<file path="src/rtl/uart_avmm_bridge.sv">
// UART-frame to Avalon-MM master bridge.
// Each received frame becomes one read or write on the Avalon bus. Read data
// (or an error word on a stalled-out read) goes back as one transmit word.
// A one-deep pending slot absorbs a frame that arrives while a command is
// still in flight; anything beyond that is dropped and flagged.
module uart_avmm_bridge #(
    parameter int          ADDR_SIZE = 4,
    parameter int          VAL_SIZE  = 4,
    parameter int          TIMEOUT   = 1024,
    parameter logic [31:0] ERR_WORD  = 32'hdeadbeef
) (
    input  logic                              clk,
    input  logic                              reset_n,
    input  logic                              rx_valid,
    input  logic [8*(ADDR_SIZE+VAL_SIZE)-1:0] rx_data,
    input  logic                              tx_ready,
    output logic                              tx_valid,
    output logic [8*VAL_SIZE-1:0]             tx_data,
    output logic [8*ADDR_SIZE-1:0]            m_address,
    output logic                              m_read,
    output logic                              m_write,
    output logic [8*VAL_SIZE-1:0]             m_writedata,
    input  logic [8*VAL_SIZE-1:0]             m_readdata,
    input  logic                              m_waitrequest,
    output logic                              overflow,
    output logic                              timeout
);

    localparam int FW = 8 * (ADDR_SIZE + VAL_SIZE);
    localparam int AW = 8 * ADDR_SIZE;
    localparam int DW = 8 * VAL_SIZE;
    localparam int CW = $clog2(TIMEOUT + 2);
    localparam logic           TO_EN   = (TIMEOUT != 0);
    localparam logic [CW-1:0]  TO_LAST = (TIMEOUT == 0) ? {CW{1'b0}} : CW'(TIMEOUT - 1);
    localparam logic [DW-1:0]  ERR_VAL = DW'(ERR_WORD);

    typedef enum logic [1:0] {
        ST_IDLE = 2'd0,
        ST_BUS  = 2'd1,
        ST_RESP = 2'd2
    } state_t;

    state_t         state_q, state_d;
    logic           pend_vld_q, pend_vld_d;
    logic [FW-1:0]  pend_q, pend_d;
    logic [CW-1:0]  cnt_q, cnt_d;
    logic [AW-1:0]  addr_q, addr_d;
    logic [DW-1:0]  wdata_q, wdata_d;
    logic [DW-1:0]  txd_q, txd_d;
    logic           rd_q, rd_d;
    logic           wr_q, wr_d;
    logic           txv_q, txv_d;
    logic           ovf_q, ovf_d;
    logic           tmo_q, tmo_d;

    logic [FW-1:0]  cmd_s;
    logic           start_s;
    logic           done_s;
    logic           abort_s;

    // Decode which command launches and whether the bus cycle ends this clock.
    always_comb begin
        start_s = (state_q == ST_IDLE) && (rx_valid || pend_vld_q);
        cmd_s   = pend_vld_q ? pend_q : rx_data;
        done_s  = (state_q == ST_BUS) && !m_waitrequest;
        abort_s = (state_q == ST_BUS) && m_waitrequest && TO_EN && (cnt_q == TO_LAST);
    end

    // State register.
    always_ff @(posedge clk or negedge reset_n) begin
        if (!reset_n) begin
            state_q <= ST_IDLE;
        end else begin
            state_q <= state_d;
        end
    end

    // Next-state logic: launch, complete/abort, then hand off the response.
    always_comb begin
        state_d = state_q;
        case (state_q)
            ST_IDLE: begin
                if (start_s) state_d = ST_BUS;
                else         state_d = ST_IDLE;
            end
            ST_BUS: begin
                if (done_s || abort_s) state_d = rd_q ? ST_RESP : ST_IDLE;
                else                   state_d = ST_BUS;
            end
            ST_RESP: begin
                if (tx_ready) state_d = ST_IDLE;
                else          state_d = ST_RESP;
            end
            default: state_d = ST_IDLE;
        endcase
    end

    // Output and datapath next values: pending slot, bus strobes, response.
    always_comb begin
        pend_vld_d = pend_vld_q;
        pend_d     = pend_q;
        cnt_d      = cnt_q;
        addr_d     = addr_q;
        wdata_d    = wdata_q;
        txd_d      = txd_q;
        rd_d       = rd_q;
        wr_d       = wr_q;
        txv_d      = 1'b0;
        ovf_d      = ovf_q;
        tmo_d      = tmo_q;

        // A pending frame launching from IDLE frees its slot in the same
        // cycle, so a simultaneous new frame can take that slot.
        if (rx_valid) begin
            if (state_q == ST_IDLE) begin
                if (pend_vld_q) pend_d = rx_data;
                else            pend_d = pend_q;
            end else if (!pend_vld_q) begin
                pend_vld_d = 1'b1;
                pend_d     = rx_data;
            end else begin
                ovf_d = 1'b1;
            end
        end else if (start_s) begin
            pend_vld_d = 1'b0;
        end else begin
            pend_vld_d = pend_vld_q;
        end

        case (state_q)
            ST_IDLE: begin
                if (start_s) begin
                    addr_d  = {1'b0, cmd_s[FW-2:DW]};
                    wdata_d = cmd_s[DW-1:0];
                    wr_d    = cmd_s[FW-1];
                    rd_d    = !cmd_s[FW-1];
                    cnt_d   = {CW{1'b0}};
                end else begin
                    rd_d = 1'b0;
                    wr_d = 1'b0;
                end
            end
            ST_BUS: begin
                if (done_s) begin
                    rd_d = 1'b0;
                    wr_d = 1'b0;
                    if (rd_q) txd_d = m_readdata;
                    else      txd_d = txd_q;
                end else if (abort_s) begin
                    rd_d  = 1'b0;
                    wr_d  = 1'b0;
                    tmo_d = 1'b1;
                    if (rd_q) txd_d = ERR_VAL;
                    else      txd_d = txd_q;
                end else begin
                    cnt_d = cnt_q + CW'(1'b1);
                end
            end
            ST_RESP: begin
                if (tx_ready) txv_d = 1'b1;
                else          txv_d = 1'b0;
            end
            default: begin
                rd_d = 1'b0;
                wr_d = 1'b0;
            end
        endcase
    end

    // Datapath and output registers; reset drops the strobes immediately.
    always_ff @(posedge clk or negedge reset_n) begin
        if (!reset_n) begin
            pend_vld_q <= 1'b0;
            pend_q     <= {FW{1'b0}};
            cnt_q      <= {CW{1'b0}};
            addr_q     <= {AW{1'b0}};
            wdata_q    <= {DW{1'b0}};
            txd_q      <= {DW{1'b0}};
            rd_q       <= 1'b0;
            wr_q       <= 1'b0;
            txv_q      <= 1'b0;
            ovf_q      <= 1'b0;
            tmo_q      <= 1'b0;
        end else begin
            pend_vld_q <= pend_vld_d;
            pend_q     <= pend_d;
            cnt_q      <= cnt_d;
            addr_q     <= addr_d;
            wdata_q    <= wdata_d;
            txd_q      <= txd_d;
            rd_q       <= rd_d;
            wr_q       <= wr_d;
            txv_q      <= txv_d;
            ovf_q      <= ovf_d;
            tmo_q      <= tmo_d;
        end
    end

    assign tx_valid    = txv_q;
    assign tx_data     = txd_q;
    assign m_address   = addr_q;
    assign m_read      = rd_q;
    assign m_write     = wr_q;
    assign m_writedata = wdata_q;
    assign overflow    = ovf_q;
    assign timeout     = tmo_q;

endmodule

</file>
<file path="config.mk">
export PLATFORM = sky130hd
export DESIGN_NAME = uart_avmm_bridge
export DESIGN_NICKNAME = d
export VERILOG_FILES = /design/src/rtl/uart_avmm_bridge.sv
export SDC_FILE = /design/constraint.sdc
export NUM_CORES = 1
export LEC_CHECK = 0
export BUFFER_PORTS_ARGS = -buffer_cell sky130_fd_sc_hd__buf_4
export CAP_MARGIN = 20
export CORE_ASPECT_RATIO = 0.8
export CORE_MARGIN = 2
export CORE_UTILIZATION = 52
export CTS_CLUSTER_SIZE = 25
export DETAILED_ROUTE_END_ITERATION = 10
export PLACE_DENSITY = 0.79
export REMOVE_ABC_BUFFERS = 1
export SLEW_MARGIN = 20
export SYNTH_ARGS = -nofsm -noshare
export SYNTH_HDL_FRONTEND = slang
export SYNTH_SLANG_ARGS = --single-unit
</file>
<file path="constraint.sdc">
create_clock -name clk -period 2.5 [get_ports clk]
set_clock_uncertainty 0.1 [all_clocks]
set_input_delay 0 -clock clk [delete_from_list [all_inputs] [get_ports clk]]
set_output_delay 0 -clock clk [all_outputs]
set_load 0.02 [all_outputs]
</file>
==> reports/summary.txt <==
status = complete, no violations
number of hold buffers added after cts = 100
worst path arrival time = 2440 ps
CTS tree = done
layout cell share with drive strength beyond 1 = 36.4%
Final Max Tran Viols = 0
non-filler cells in the finished layout = 1065
leading area contributor after synthesis = dfrtp_1
Final ANT Viol Nets = 0
largest family of logic cells by synthesized area = multiplexers
adder-cell share of the synthesized area = 0.307%
Critical path origin = state_q[1]
most common library cell in the layout ignoring fill and taps = buf_4
initial DRC count = 286
min-delay worst type = primary input to async pin
Post-Synthesis Cells = 578
die height = 110 um
Netlist cell types = 39
Pwr Total = 13900 uW
Slew HR = 45.9%
TritonCTS Buffers = 17
Clock Pin Slew Worst Setup and Hold Paths = 70 ps
multi-input logic area = 2710 um2
clk_lat worst skew = 420 ps
Synth Warn # = 0
vias = 5761
Area contributors post-synth = dfrtp_1, mux2_2, mux2i_1
GRT Util Overall = 25.9%
Cell Count Post-Placement = 933
Synth Cell Area = 7340 um2
clock tree sinks = 178
DR WL/cell = 17.8 um
element type at the critical path start = flop
cell area after layout = 10600 um2
Final period util = 89.2%
Peak VDD IR = 1060 uV
# diodes = 0
Post-synth EDFFs = 0
pwr dens = 1310 nW/um2
width of the die = 137 um
crit path time final = 2230 ps
#FFs+latches synth = 178
ys flop type = dfrtp_1
CP max FO = 24
Compound-Gate Fraction of Synth Area = 10.9%
Mean Syn Cell Area = 12.7 um2
crit end category = flop
Crit Path Class = flop to flop
largest net degree at the start of global routing = 79
grt total ovfl = 0
global-route wire length before repair = 30100 um
f_max = 448 MHz
Post-DP HPWL = 11300 um
Pleak = 0.00502 uW
most frequent cells in the layout = buf_4, dfrtp_1, dlygate4sd3_1
Final Wtd Congestion = 0.891
ys async rst share = 100%
Root Buffer = clkbuf_16
number of antenna violations at the first check in global routing = 0
fin nets = 974
CTS H-tree lvls = 4
register area share after synthesis = 60.7%
vias in the first global route = 6006
unrepaired setup endpoints after global routing = no
Pre-antenna DRT Iters = 6
# rows = 38
I/O Buffers = 200
xor/xnor share of the synthesized area = 0.239%
final worst slack = 269 ps
Via density = 5.41
Core Box Area = 13700 um2
data required time at the worst endpoint = 2710 ps
post-CTS setup buffer count = 0
Fillers = 825
io pins = 202
final setup fails = 0
CTS Buffer Depth = 2
Simple-Gate Fraction of Synth Area = 6.47%
Yosys top cell area share = 60.7%
DRC = 0
area grow syn2layout = 44.9%
initial core utilization = 53.6%
Max-Cap Viols = 0
dpl ws = 365 ps
register area = 4460 um2
Resized cells post-CTS = 0
post-synthesis mux area share = 18.8%
DRT Wirelength = 18900 um
Final Hold Viols = 0
reg2reg start = state_q[1]
DP Area = 9020 um2
Slew @ Worst Pin = 812 ps
die area = 15100 um2
[sequential cells by signal (all words and copies together), names as in the netlist]
| signal | count |
|---|---|
| overflow | 1 |
| timeout | 1 |
| tx_data | 32 |
| m_writedata | 32 |
| m_address | 31 |
| tx_valid | 1 |
| pend_vld_q | 1 |
| m_read | 1 |
| state_q | 2 |
| pend_q | 64 |
| cnt_q | 11 |
| m_write | 1 |
[logic make-up after synthesis]
family	Yosys count
other cells	1
mux	130
compound gates	119
xor+xnor	2
fa+ha+maj	2
flops	178
simple gates	106
buf+inv	40
[power breakdown]
group	internal [uW]	switching (uW)
clock network	1630	1100
logic	2870	3220
registers	4270	818
total	8780	5130
[layer usage]
metal	global-route usage [%]	share of wire, %	wire length (um)
met1	31.7	42	7910
met3	5.40	5.6	1050
met4	9.65	2.0	385
met5	0	0	0
met2	45.6	51	9590
[worst max-delay path: stages (launching register included)]
cell and delay, ps:
dfrtp_1 410, nor2b_1 540, nand2_1 260, or2_2 540, o22a_1 260
[synthesized netlist by cell type, drive strengths merged (6+ instances only)]
library cell / count
a22o: 9
clkbuf: 21
nor3: 6
buf: 15
o22a: 24
o21ai: 69
mux2i: 65
nand3: 6
nand2: 73
dfrtp: 178
mux2: 65
nor2: 6
[layout make-up]
class | instances | share of cell area (%)
Inverter | 4 | 0.141
Clock buffer | 20 | 4.29
Sequential cell | 178 | 41.9
Multi-Input combinational cell | 360 | 25.5
Tap cell | 180 | 2.12
Clock inverter | 12 | 1.47
Timing Repair Buffer | 311 | 24.6
[final timing paths]
path / end / slack (ps) / cells past startpoint
max: tx_data[11] / 270 / 4
min: tx_data[7] / 30 / 2
max in group asynchronous: m_address[9] / 1440 / 3
max reg2reg: tx_data[11] / 270 / 4
min reg2reg: m_address[16] / 380 / 2
min in group clk: tx_data[0] / 220 / 3
[stage by stage]
stage | hold WS [ps] | utilization [%] | TNS, ps
6_report | 32.1 | 77.7 | 0
2_1_floorplan | -396 | - | -394760
3_5_place_dp | -52.1 | 65.9 | 0
4_1_cts | 76.2 | 77.7 | 0
5_1_grt | 106 | 77.7 | 0
3_3_place_gp | -64.5 | 65.9 | 0
Note: power is estimated with default switching activity, not from simulation.
